==> src/rtl/alu_seq_pkg.sv <==
// Shared encodings for the sequential ALU: operation modes, FSM states and Hack control bundle.
package alu_seq_pkg;
   typedef enum logic [1:0] {
      MODE_HACK = 2'd0,
      MODE_SHL  = 2'd1,
      MODE_SAR  = 2'd2,
      MODE_MUL  = 2'd3
   } mode_e;

   typedef enum logic [1:0] {
      IDLE = 2'd0,
      BUSY = 2'd1,
      DONE = 2'd2
   } state_e;

   typedef struct packed {
      logic zx, nx, zy, ny, f, no;
   } hack_ctrl_t;
endpackage

==> src/rtl/alu_seq_alu.sv <==
// Combinational Hack-style ALU (module alu); carry is the adder carry-out, gated by f.
module alu #(
   parameter int BUS_WIDTH = 16
) (
   input  logic [BUS_WIDTH-1:0] x,
   input  logic [BUS_WIDTH-1:0] y,
   input  logic                 zx,
   input  logic                 nx,
   input  logic                 zy,
   input  logic                 ny,
   input  logic                 f,
   input  logic                 no,
   output logic [BUS_WIDTH-1:0] out,
   output logic                 carry
);
   logic [BUS_WIDTH-1:0] xa, ya, sum;
   logic                 co;

   always_comb begin
      xa = zx ? '0 : x;
      if (nx) xa = ~xa;
      ya = zy ? '0 : y;
      if (ny) ya = ~ya;
      {co, sum} = {1'b0, xa} + {1'b0, ya};
      out = f ? sum : (xa & ya);
      if (no) out = ~out;
      carry = co & f;
   end
endmodule

==> src/rtl/alu_seq.sv <==
// Multi-cycle ALU: Hack ops, iterative SHL/SAR and shift-add MUL behind valid/ready handshakes.
module alu_seq
   import alu_seq_pkg::*;
#(
   parameter int BUS_WIDTH = 16
) (
   input  logic                 clk,
   input  logic                 rst,
   input  logic                 in_valid,
   output logic                 in_ready,
   input  logic [1:0]           mode,
   input  logic                 zx,
   input  logic                 nx,
   input  logic                 zy,
   input  logic                 ny,
   input  logic                 f,
   input  logic                 no,
   input  logic [BUS_WIDTH-1:0] x,
   input  logic [BUS_WIDTH-1:0] y,
   output logic                 out_valid,
   input  logic                 out_ready,
   output logic [BUS_WIDTH-1:0] out,
   output logic [BUS_WIDTH-1:0] out_hi,
   output logic                 carry,
   output logic                 zr,
   output logic                 ng
);
   localparam int SHAMT_W = $clog2(BUS_WIDTH);
   localparam int CW      = SHAMT_W + 1;

   state_e               state, state_nxt;
   mode_e                mode_r;
   hack_ctrl_t           ctrl_r;
   logic [BUS_WIDTH-1:0] x_r, y_r, hi, lo, hi_nxt, lo_nxt, alu_out;
   logic [BUS_WIDTH:0]   sum;
   logic [CW-1:0]        cnt;
   logic                 alu_carry, c_nxt, last, accept;

   assign in_ready  = (state == IDLE) | ((state == DONE) & out_ready);
   assign out_valid = (state == DONE);
   assign accept    = in_valid & in_ready;

   alu #(.BUS_WIDTH(BUS_WIDTH)) u_alu (
      .x(x_r), .y(y_r),
      .zx(ctrl_r.zx), .nx(ctrl_r.nx), .zy(ctrl_r.zy), .ny(ctrl_r.ny),
      .f(ctrl_r.f), .no(ctrl_r.no),
      .out(alu_out), .carry(alu_carry)
   );

   // One iteration step; 'last' marks the BUSY cycle whose step result is final.
   always_comb begin
      hi_nxt = hi;
      lo_nxt = lo;
      c_nxt  = 1'b0;
      sum    = '0;
      last   = 1'b1;
      case (mode_r)
         MODE_HACK: begin
            lo_nxt = alu_out;
            c_nxt  = alu_carry;
         end
         MODE_SHL: begin
            last = (cnt <= CW'(1));
            if (cnt != '0) begin
               lo_nxt = {lo[BUS_WIDTH-2:0], 1'b0};
               c_nxt  = lo[BUS_WIDTH-1];
            end
         end
         MODE_SAR: begin
            last = (cnt <= CW'(1));
            if (cnt != '0) begin
               lo_nxt = {lo[BUS_WIDTH-1], lo[BUS_WIDTH-1:1]};
               c_nxt  = lo[0];
            end
         end
         MODE_MUL: begin
            last   = (cnt == CW'(1));
            sum    = {1'b0, hi} + (lo[0] ? {1'b0, x_r} : '0);
            hi_nxt = sum[BUS_WIDTH:1];
            lo_nxt = {sum[0], lo[BUS_WIDTH-1:1]};
            c_nxt  = |sum[BUS_WIDTH:1];
         end
         default: ;
      endcase
   end

   always_ff @(posedge clk or posedge rst) begin
      if (rst) state <= IDLE;
      else     state <= state_nxt;
   end

   always_comb begin
      state_nxt = state;
      case (state)
         IDLE:    if (accept) state_nxt = BUSY;
         BUSY:    if (last) state_nxt = DONE;
         DONE:    if (out_ready) state_nxt = accept ? BUSY : IDLE;
         default: state_nxt = IDLE;
      endcase
   end

   // Multiplier sits in lo and is consumed lsb-first while the product shifts in from hi.
   always_ff @(posedge clk or posedge rst) begin
      if (rst) begin
         mode_r <= MODE_HACK;
         ctrl_r <= '0;
         x_r    <= '0;
         y_r    <= '0;
         hi     <= '0;
         lo     <= '0;
         cnt    <= '0;
         out    <= '0;
         out_hi <= '0;
         carry  <= 1'b0;
         zr     <= 1'b0;
         ng     <= 1'b0;
      end else if (accept) begin
         mode_r <= mode_e'(mode);
         ctrl_r <= '{zx, nx, zy, ny, f, no};
         x_r    <= x;
         y_r    <= y;
         hi     <= '0;
         lo     <= (mode == MODE_MUL) ? y : x;
         cnt    <= (mode == MODE_MUL) ? CW'(BUS_WIDTH) : {1'b0, y[SHAMT_W-1:0]};
      end else if (state == BUSY) begin
         hi <= hi_nxt;
         lo <= lo_nxt;
         if (cnt != '0) cnt <= cnt - CW'(1);
         if (last) begin
            out    <= lo_nxt;
            out_hi <= (mode_r == MODE_MUL) ? hi_nxt : '0;
            carry  <= c_nxt;
            zr     <= (lo_nxt == '0);
            ng     <= lo_nxt[BUS_WIDTH-1];
         end
      end
   end
endmodule

==> config.mk <==
export PLATFORM = sky130hd
export DESIGN_NAME = alu_seq
export DESIGN_NICKNAME = d
export VERILOG_FILES = /design/src/rtl/alu_seq_pkg.sv /design/src/rtl/alu_seq_alu.sv /design/src/rtl/alu_seq.sv
export SDC_FILE = /design/constraint.sdc
export NUM_CORES = 1
export LEC_CHECK = 0
export ABC_AREA = 1
export ABC_CLOCK_PERIOD_IN_PS = 4300
export CAP_MARGIN = 10
export CORE_UTILIZATION = 45
export CTS_CLUSTER_DIAMETER = 150
export DETAILED_ROUTE_END_ITERATION = 12
export PLACE_DENSITY = 0.7
export SYNTH_ARGS = -nofsm -noshare
export SYNTH_HDL_FRONTEND = slang
export SYNTH_SLANG_ARGS = --single-unit
==> constraint.sdc <==
create_clock -name clk -period 4.3 [get_ports clk]
set_input_delay 0.43 -clock clk [delete_from_list [all_inputs] [get_ports clk]]
set_output_delay 0.43 -clock clk [all_outputs]
set_load 0.05 [all_outputs]
Word-level counts from Yosys, hierarchy flattened
Cells that the tools add are included.
Cells by class
  bitwise gates (word level): 9
  mux-type cells: 30
  magnitude comparators: 1
  reductions and logical operators: 11
  $add $sub $neg: 3
  equal/unequal tests: 10
Operators with widths (number)
  16-bit two-way mux: 15
  16-bit one-hot mux with 4 select lines: 1
  16-bit NOT: 3
  16-bit by 16-bit adder with 17-bit output: 2
  5-bit two-way mux: 4
  16-bit AND: 1
  16-bit logical NOT: 1
  16-bit OR reduction: 1
  15-bit two-way mux: 1
  2-bit == test (second input constant): 4
  2-bit two-way mux: 3
  2-bit one-hot mux with 3 select lines: 1
  3-bit AND reduction: 2
  5-bit by 1-bit == test with 1-bit output (second input constant): 1
  5-bit by 1-bit less-or-equal comparator with 1-bit output (second input constant): 1
  5-bit nonzero test: 1
  5-bit by 1-bit subtractor with 5-bit output (second input constant): 1
  2-bit by 1-bit == test with 1-bit output (second input constant): 2
  2-bit logical NOT: 2
  2-bit != test (second input constant): 2
  1-bit one-hot mux with 4 select lines: 1
  2-bit nonzero test: 2
  1-bit AND: 3
  1-bit two-way mux: 3
  6 further kinds: 6
Storage, ports and cells
  bits in registers: 114
  logic and storage cells: 82
  input port bits: 44

Logic depth before layout (Yosys ltp)
Gate-level depths: netlist (run 1).
  depth after elaboration: 10
  depth in mapped cells: 24
  gate-level depth less buffers: 23

Hierarchy
Synthesis (run 1) repeated with hierarchy kept, for this count alone.
Second synthesis, totals
  cells, all modules: 1311
  area, all modules: 8614.5 um^2
Modules (own cells, without submodules)
  alu_seq: instances 1, area each 6670.1 um^2, cells an instance 929, sequential area each 2827.7 um^2
  alu: instances 1, area each 1944.4 um^2, cells an instance 382, sequential area each 0.0 um^2

Least setup slack after synthesis (run 1)
OpenSTA, ideal clock, no wires.
  kind: reg2reg
  from: register ctrl_r[4] in the netlist's numbering
  to: register zr
  period minus slack after synthesis: 3.042 ns
  data required time: 4.234 ns
  arrival: 2.977 ns
  slack: 1.258 ns
  path buffers: 2
  stages on the path, launching flop included: 21
  cell sequence: dfrtp_1 clkbuf_1 buf_2 xor2_1 inv_1 ha_1 fa_1 or2_2 nand3_1 o21ai_0 nand2_1 nand3_1 nand2_1 nand2_2 nor2_1 nand2_1 nor2_1 nand3_1 nor2_1 nand3_1 nand2_1
On the way
  cells in the longest elaborated chain, start to end: 7
RTL lines
  start, declared: line alu_seq.sv:33  | hack_ctrl_t ctrl_r;
  start signal, assigned: line alu_seq.sv:119  | ctrl_r <= '{zx, nx, zy, ny, f, no};
  16-bit two-way mux (*): line alu_seq_alu.sv:21  | if (nx) xa = ~xa;
  16-bit by 16-bit adder with 17-bit output or 16-bit AND (tied branches): line alu_seq_alu.sv:24, alu_seq_alu.sv:25
  16-bit two-way mux (*): line alu_seq_alu.sv:25  | out = f ? sum : (xa & ya);
  16-bit NOT: line alu_seq_alu.sv:26  | if (no) out = ~out;
  16-bit two-way mux (*): line alu_seq_alu.sv:26
  16-bit one-hot mux with 4 select lines (*): line alu_seq.sv:57  | case (mode_r)
  16-bit logical NOT (*): line alu_seq.sv:133  | zr <= (lo_nxt == '0);
  end signal, assigned: line alu_seq.sv:133
  end, declared: line alu_seq.sv:25  | output logic zr,
Mark *: on every way between the ends. The rest lies on a longest branch, timed or not.
A chain may end at the register's enable or synchronous reset.

Worst setup path after layout (run 1)
  from: register ctrl_r[3] in the netlist's numbering
  to: register zr
On the way
  cells in the longest elaborated chain, start to end: 9
RTL lines
  16-bit two-way mux (*): line alu_seq_alu.sv:22  | ya = zy ? '0 : y;
  16-bit NOT: line alu_seq_alu.sv:23  | if (ny) ya = ~ya;
  16-bit two-way mux (*): line alu_seq_alu.sv:23
  16-bit by 16-bit adder with 17-bit output or 16-bit AND (tied branches): line alu_seq_alu.sv:24, alu_seq_alu.sv:25
  16-bit two-way mux (*): line alu_seq_alu.sv:25
  16-bit NOT: line alu_seq_alu.sv:26
  16-bit two-way mux (*): line alu_seq_alu.sv:26
  16-bit one-hot mux with 4 select lines (*): line alu_seq.sv:57
  16-bit logical NOT (*): line alu_seq.sv:133
Marked as above.

==> flow_metrics.tcl, run 1 <==
set metrics [dict create \
    dr_total_vias 8270 \
    dieHeight_um 137 \
    dieArea_um2 18700 \
    clockBufferDepth 2 \
    htree_levels 4 \
    grt_antenna_before_repair 0 \
    startpoint_type "register" \
    grt_start_max_net_pins 78 \
    crit_arrival_ns 3.58 \
    slew_headroom_pct 33.4 \
    drt_iter0_markers 759 \
    rows 48 \
    crit_fanout 17 \
    cts-resized-gates 0 \
    gr-usage-all-layers_pct 28.9 \
    numCtsBuffers 17 \
    yosysTopAreaCell "dfrtp_1" \
    antenna_left 0 \
    reg2reg_from "ctrl_r[3]" \
    drive_gt1_share_pct 5.33 \
    synthFlopType "dfrtp_1" \
    ios 81 \
    drv_slew 0 \
    crit_type "reg2reg" \
    max_freq_mhz 311 \
    yosysWarnings 0 \
    grt_pass1_wl_um 40700 \
    initial_core_util_pct 46.6 \
    n_antenna_cell 0 \
    synth_top_area_share_pct 34.6 \
    max_slew.worst_pin.slew_ns 0.999 \
    grt_pass1_vias 8024 \
    async_reset_ff_share_pct 100 \
    cp.required_ns 4.66 \
    worst-r2r-setup-slack_ns 1.09 \
    hold_depth 2 \
    finalCritPeriodShare_pct 74.7 \
    clock_latency_ns 0.43 \
    setup_viol 0 \
    status "finished clean" \
    fin_crit_ns 3.21 \
    synth.distinct_cells 40 \
    end_kind "register" \
    synth_area_leaders "dfrtp_1 (35%), nand2_1 (21%), inv_1 (6.7%)" \
    dp_hpwl_um 18900 \
    tns_ns 0 \
    min_from "y_r[11]" \
    rsz0062_at_grt "false" \
    core_um2 17500 \
    ys_seq_area_share_pct 34.6 \
    yosysMostFrequentCell "nand2_1" \
    ys_ff_latch 113 \
    die_w_um 137 \
    holdBufCountCts 0 \
    reg2reg_depth 19 \
    nets 1366 \
    overflow 0 \
    dr.pass1.iters 7 \
    finClkSkew_ns 0.00537 \
    synth_nets 1302 \
    post_cts_buffers 0 \
    root_buffer "clkbuf_16" \
    netlist_instances 1218 \
    synth_common_cells "nand2_1 (453), inv_1 (146), dfrtp_1 (113), o21ai_0 (89), nand3_1 (73)" \
    synth_edf_count 0 \
    syn_avg_cell_area_um2 6.71 \
    syn_to_final_growth_pct 19.6 \
    hold_path.class "reg2reg" \
    drc 0 \
    hold_end "y_r[11]" \
    cts_tree "yes" \
    clk_pin_slew_worst_paths_ns 0.05 \
    routed_wl_um 25300 \
    finalHoldViolCount 0 \
    cap_violations 0 \
    gp_congestion 0.962 \
    synth_area_um2 8170 \
    clkSinkCount 113 \
    r2r_end "zr" \
    avgRoutedWirePerCell_um 16.6 \
    io_buffers 80 \
    viasPerCell 5.44 \
]
through the flow:
| stage | setup slack [ns] | cell area (um^2) | hold WS, ns | std cells | utilization, % |
|---|---|---|---|---|---|
| after floorplan | 0.883 | 8170 | 0.449 | 1218 | - |
| after global placement | 1.22 | 9160 | 0.464 | 1488 | 52.3 |
| after detailed placement | 1.14 | 9160 | 0.470 | 1488 | 52.3 |
| after CTS | 1.12 | 9770 | 0.486 | 1520 | 55.7 |
| after global routing | 0.689 | 9770 | 0.503 | 1520 | 55.7 |
| final | 1.09 | 9770 | 0.482 | 1520 | 55.7 |
worst max path at each step:
stage	slack [ns]	startpoint	to
3_5_place_dp	1.14	ctrl_r[3]	zr
6_report	1.09	ctrl_r[3]	zr
3_3_place_gp	1.22	ctrl_r[3]	zr
2_1_floorplan	0.88	rst	carry
5_1_grt	0.69	ctrl_r[3]	zr
4_1_cts	1.12	ctrl_r[3]	zr
cells in the final DEF (no fill, tap or decap), types with 5 or more instances in the layout:
cell / count
clkdlybuf4s50_1: 80
nand3_1: 73
xnor2_1: 6
nor2_1: 60
o211ai_1: 11
clkinv_1: 5
nand2_1: 453
ha_1: 38
dfrtp_1: 113
a21oi_1: 39
o21ai_1: 16
clkbuf_16: 17
xor2_1: 41
or2_2: 10
o21ai_0: 89
inv_1: 145
o221ai_1: 11
o22ai_1: 16
buf_4: 12
layout make-up:
| type | count | area [um^2] |
|---|---|---|
| fill | 1752 | 7770 |
| multi-input combinational | 902 | 4560 |
| sequential | 113 | 2830 |
| timing repair buffer | 93 | 911 |
| inverter | 155 | 584 |
| clock buffer | 19 | 443 |
| tap | 225 | 282 |
| clock inverter | 13 | 163 |
cells by family (layout without fill, tap and decap cells):
group | after synthesis | after routing | share of synthesized area [%]
XOR/XNOR | 47 | 47 | 5.04
adder cells (fa/ha/maj) | 40 | 40 | 6.31
flip-flops | 113 | 113 | 34.6
buffers and inverters | 203 | 280 | 9.59
AND/OR/NAND/NOR | 613 | 613 | 30.2
AO/OA/AOI/OAI | 202 | 202 | 14.3
worst max-delay path, cell delays in order (launching register included):
cell,delay [ns]
dfrtp_1,0.32
clkinv_1,0.37
nand2_1,0.19
xor2_1,0.09
ha_1,0.26
fa_1,0.47
or2_2,0.29
nand3_1,0.09
o21ai_0,0.11
nand2_1,0.09
nand3_1,0.08
nand2_1,0.11
nand2_2,0.06
nor2_1,0.12
nand2_1,0.06
nor2_1,0.12
nand3_1,0.09
nor2_1,0.09
nand3_1,0.07
nand2_1,0.06
flip-flops by register name (all words and copies together), names as in the netlist:
name,cells
carry,1
cnt,5
ctrl_r,6
hi,16
lo,16
mode_r,2
out,16
out_hi,16
state,2
x_r,16
y_r,16
zr,1
metal layers:
metal / vias to the layer above / global-route usage, % / share of wire, %
li1: 4025 / - / -
met1: 3848 / 36.2 / 43
met2: 322 / 47.5 / 47
met3: 75 / 6.15 / 6.6
met4: 0 / 13.3 / 3.9
met5: - / 0 / 0
Power of run 1 is not shown: default switching activity piles up to over one toggle a cycle in this logic, so the estimate is an artifact.
==> inputs of run 2 (changes only) <==
- ABC_CLOCK_PERIOD_IN_PS: 4300 -> 3000
- clock period: 4.3 -> 3 ns (I/O delays scaled with it)
==> run 2 against run 1 <==
First-iteration DRC count is 7.0% higher. Clock skew grew 0.0023 ns. Worst hold slack got worse by 0.086 ns. Largest cell class unchanged.
==> flow_metrics.tcl, run 2 (synthesis results as in run 1) <==
set metrics [dict create \
    status "finished clean" \
    clockBufferDepth 2 \
    dieHeight_um 137 \
    crit_path_max_incr_delay_ns 0.40 \
    rows 48 \
    clk_pin_slew_worst_paths_ns 0.06 \
    n_antenna_cell 0 \
    fin_area_um2 10100 \
    root_buffer "clkbuf_16" \
    finClkSkew_ns 0.00765 \
    dp_hpwl_um 18700 \
    numCtsBuffers 17 \
    r2r_end "zr" \
    overflow 0 \
    avgRoutedWirePerCell_um 16.6 \
    grt_pass1_wl_um 39900 \
    tns_ns 0 \
    gp_congestion 0.949 \
    dr.pass1.iters 6 \
    worst-r2r-setup-slack_ns 0.19 \
    timing.hold.ws_ns 0.396 \
    cts_tree "yes" \
    end_kind "register" \
    clock_latency_ns 0.42 \
    slew_headroom_pct 58.2 \
    worstPathCellList "inv_2 > nand2_1 > xor2_1 > inv_1 > ha_1 > fa_2 > nand2_1 > nand2_1 > nand3_1 > nand2_2 > nand2_1 > nand3_1 > nand2_1 > nand2_1 > nand3_1 > nand2_1 > nor2_1 > nand3_1 > nor2_1 > nand3_1 > nand2_1" \
    setup_viol 0 \
    viasPerCell 5.45 \
    path_delay_family "simple AND/OR/NAND/NOR gates" \
    dieArea_um2 18700 \
    io_buffers 80 \
    grt_use_met1_pct 35.0 \
    dr_total_vias 8389 \
    antenna_left 0 \
    clkSinkCount 113 \
    ios 81 \
    syn_to_final_growth_pct 23.2 \
    drt_iter0_markers 812 \
    final_cell_mix "nand2_1 (444), inv_1 (145), dfrtp_1 (113)" \
    startpoint_type "register" \
    die_w_um 137 \
    htree_levels 4 \
    top_usage_layer "met2" \
    cap_violations 0 \
    reg2reg_from "ctrl_r[5]" \
    core_um2 17500 \
    grt_pass1_vias 7822 \
    nets 1385 \
    max_slew.worst_pin.slew_ns 0.626 \
    drive_gt1_share_pct 8.45 \
    routed_wl_um 25500 \
    reg2reg_depth 21 \
    finalHoldViolCount 0 \
    hold_path.class "in2async" \
    path_common_cell "nand2_1" \
    gr-usage-all-layers_pct 28.4 \
    grt.met2_usage_pct 46.9 \
    crit_arrival_ns 3.16 \
    slowest_stage "fa_2" \
    drv_slew 0 \
    setup_slack_ns 0.194 \
    use_met3_pct 5.78 \
    drc 0 \
    dpl_worst_slack_ns 0.181 \
    cp.required_ns 3.36 \
    initial_core_util_pct 46.6 \
    layout_commonest_cell "nand2_1" \
    max_freq_mhz 356 \
    crit_fanout 5 \
    finalCritPeriodShare_pct 93.5 \
    crit_type "reg2reg" \
    crit_buf_inv 2 \
    place_area_um2 9290 \
    fin_crit_ns 2.81 \
    grt_start_max_net_pins 114 \
    grt_antenna_before_repair 0 \
]
[run 2: cell count changes in the layout (fill, tap and decap cells not counted), sizes merged]
| cell | delta |
|---|---|
| clkbuf | +2 |
| clkinv | -4 |
| buf | +19 |
| inv | +1 |
| bufinv | +1 |
[run 2: metal layers]
| layer | wire length [um] | share of wire (%) |
|---|---|---|
| met1 | 10600 | 42 |
| met2 | 11900 | 47 |
| met3 | 1810 | 7.1 |
| met4 | 1180 | 4.6 |
| met5 | 0 | 0 |
[run 2: through the flow]
stage | instances | utilization (%)
4_1_cts | 1537 | 56.6
3_5_place_dp | 1505 | 53.0
6_report | 1539 | 57.4
5_1_grt | 1539 | 57.4
3_3_place_gp | 1505 | 53.0
2_1_floorplan | 1218 | -
[run 2: repair_timing]
action,in CTS,in global routing
resized for setup,0,27
hold buffers,0,0
setup buffers,0,2
endpoints found under the setup margin,0,8
[run 2: how the worst max path moves through the flow]
stage,startpoint,end,depth (start not counted)
CTS,ctrl_r[5],zr,20
detailed placement,ctrl_r[5],zr,20
floorplan,ctrl_r[5],zr,21
global route,ctrl_r[3],zr,22
finish,ctrl_r[5],zr,21
global placement,ctrl_r[3],zr,21
[run 2: worst reg2reg max path: stages, from the launching register on]
cell	delay [ns]
dfrtp_1	0.37
inv_2	0.09
nand2_1	0.07
xor2_1	0.13
inv_1	0.05
ha_1	0.23
fa_2	0.40
nand2_1	0.10
nand2_1	0.11
nand3_1	0.15
nand2_2	0.09
nand2_1	0.06
nand3_1	0.08
nand2_1	0.08
nand2_1	0.05
nand3_1	0.11
nand2_1	0.11
nor2_1	0.14
nand3_1	0.11
nor2_1	0.10
nand3_1	0.07
nand2_1	0.06
[run 2: cell type report]
type | count | area [um^2]
Fill cell | 1699 | 7470
Multi-Input combinational cell | 902 | 4670
Sequential cell | 113 | 2830
Timing Repair Buffer | 112 | 1060
Inverter | 155 | 586
Clock buffer | 21 | 460
Tap cell | 225 | 282
Clock inverter | 11 | 179
Power of run 2 is left out for the same reason.
==> inputs of run 3 (changes only) <==
- CORE_MARGIN: unset -> 2
==> run 3 against run 2 <==
Clock-buffer cell count increased by 2. Critical path type unchanged. Critical endpoint unchanged. Fmax is 0.55% higher. Clock skew up 0.0015 ns. Largest cell class unchanged. Final area grew 0.26%. Register-to-register slack improved by 0.02 ns. Highest routed layer unchanged.
==> flow_metrics.tcl, run 3 (synthesis results as in run 1) <==
set metrics [dict create \
    status "finished clean" \
    end_kind "register" \
    core_um2 17900 \
    finalHoldViolCount 0 \
    clkSinkCount 113 \
    gr-usage-all-layers_pct 27.2 \
    cap_violations 0 \
    n_antenna_cell 0 \
    grt_pass1_wl_um 41500 \
    dr_total_vias 8314 \
    crit_type "reg2reg" \
    nets 1385 \
    crit_buf_inv 2 \
    startpoint_type "register" \
    drive_gt1_share_pct 8.22 \
    finalNonFillerCells 1543 \
    finClkSkew_ns 0.00914 \
    ios 81 \
    path_delay_family "simple AND/OR/NAND/NOR gates" \
    final_cell_mix "nand2_1 (447), inv_1 (145), dfrtp_1 (113)" \
    grt_start_max_net_pins 51 \
    dieArea_um2 19300 \
    root_buffer "clkbuf_16" \
    dieHeight_um 139 \
    slowest_stage "fa_2" \
    crit_path_max_incr_delay_ns 0.40 \
    cts_tree "yes" \
    setup_viol 0 \
    reg2reg_depth 21 \
    holdBufCountCts 0 \
    syn_to_final_growth_pct 23.5 \
    cp.required_ns 3.37 \
    overflow 0 \
    gp_congestion 0.997 \
    cp.depth 21 \
    grt_antenna_before_repair 0 \
    io_buffers 80 \
    grt_pass1_vias 8044 \
    fin_crit_ns 2.79 \
    finalCritPeriodShare_pct 93.0 \
    dpl.cell_count 1510 \
    die_w_um 139 \
    path_common_cell "nand2_1" \
    dr.pass1.iters 9 \
    slew_headroom_pct 56.5 \
    avgRoutedWirePerCell_um 16.5 \
    place_area_um2 9330 \
    routed_wl_um 25400 \
    numCtsBuffers 17 \
    clockBufferDepth 2 \
    drv_slew 0 \
    tns_ns 0 \
    worst-r2r-setup-slack_ns 0.21 \
    viasPerCell 5.39 \
    dp_hpwl_um 19000 \
    crit_arrival_ns 3.16 \
    antenna_left 0 \
    hold_path.class "in2async" \
    clock_latency_ns 0.43 \
    reg2reg_from "ctrl_r[5]" \
    r2r_end "zr" \
    initial_core_util_pct 45.6 \
    rows 49 \
    fin_area_um2 10100 \
    max_slew.worst_pin.slew_ns 0.651 \
    crit_fanout 4 \
    worstPathCellList "clkinv_1 > nand2_1 > xor2_1 > inv_1 > ha_2 > fa_2 > nand2_1 > nand2_1 > nand3_2 > nand2_1 > nand2_1 > nand3_1 > nand2_1 > nand2_1 > nand3_1 > nand2_1 > nor2_1 > nand3_1 > nor2_1 > nand3_1 > nand2_1" \
    drc 0 \
    layout_commonest_cell "nand2_1" \
    max_freq_mhz 358 \
    clk_pin_slew_worst_paths_ns 0.06 \
    drt_iter0_markers 806 \
    htree_levels 4 \
]
==> run 3: changes by cell type in the layout (fill, tap and decap cells not counted), sizes merged <==
cell and delta:
clkbuf +2, inv -2
==> run 3: final cells by class <==
| cell class | count | area [um^2] |
|---|---|---|
| clock buffers | 23 | 478 |
| clock inverters | 9 | 154 |
| fillers | 1759 | 7810 |
| inverters | 155 | 586 |
| multi-input cells | 902 | 4680 |
| flip-flops and latches | 113 | 2830 |
| well taps | 229 | 287 |
| repair buffers | 112 | 1080 |
==> run 3: worst reg2reg max path, cell delays in order, from the launching register on <==
cell and delay [ns]:
dfrtp_1 0.32, clkinv_1 0.11, nand2_1 0.09, xor2_1 0.14, inv_1 0.06, ha_2 0.21, fa_2 0.40, nand2_1 0.09
nand2_1 0.11, nand3_2 0.10, nand2_1 0.10, nand2_1 0.07, nand3_1 0.08, nand2_1 0.10, nand2_1 0.07, nand3_1 0.12
nand2_1 0.10, nor2_1 0.11, nand3_1 0.10, nor2_1 0.11, nand3_1 0.08, nand2_1 0.06
==> run 3: worst max path at each step <==
stage,start,to,slack (ns)
3_3_place_gp,ctrl_r[5],zr,0.18
2_1_floorplan,ctrl_r[5],zr,0.12
5_1_grt,ctrl_r[5],zr,-0.02
4_1_cts,ctrl_r[5],zr,0.11
3_5_place_dp,ctrl_r[5],zr,0.14
6_report,ctrl_r[5],zr,0.21
==> run 3: per-stage QoR <==
stage	hold WS, ns	utilization (%)	setup slack [ns]
2_1_floorplan	0.410	-	0.117
3_3_place_gp	0.463	52.1	0.181
3_5_place_dp	0.466	52.1	0.137
4_1_cts	0.386	55.6	0.115
5_1_grt	0.443	56.4	-0.0195
6_report	0.375	56.4	0.210
==> run 3: per-layer routing <==
metal	wire, um	GRT usage (%)
met4	1040	10.3
met3	1900	5.63
met2	11600	44.2
met5	0	0
met1	10900	35.9
==> run 3: what timing repair did <==
action / CTS / global route
setup endpoints to repair: 0 / 9
endpoints found under the hold margin: 0 / 0
buffers inserted: 0 / 1
resized for setup: 0 / 24
Power of run 3 is left out for the same reason.
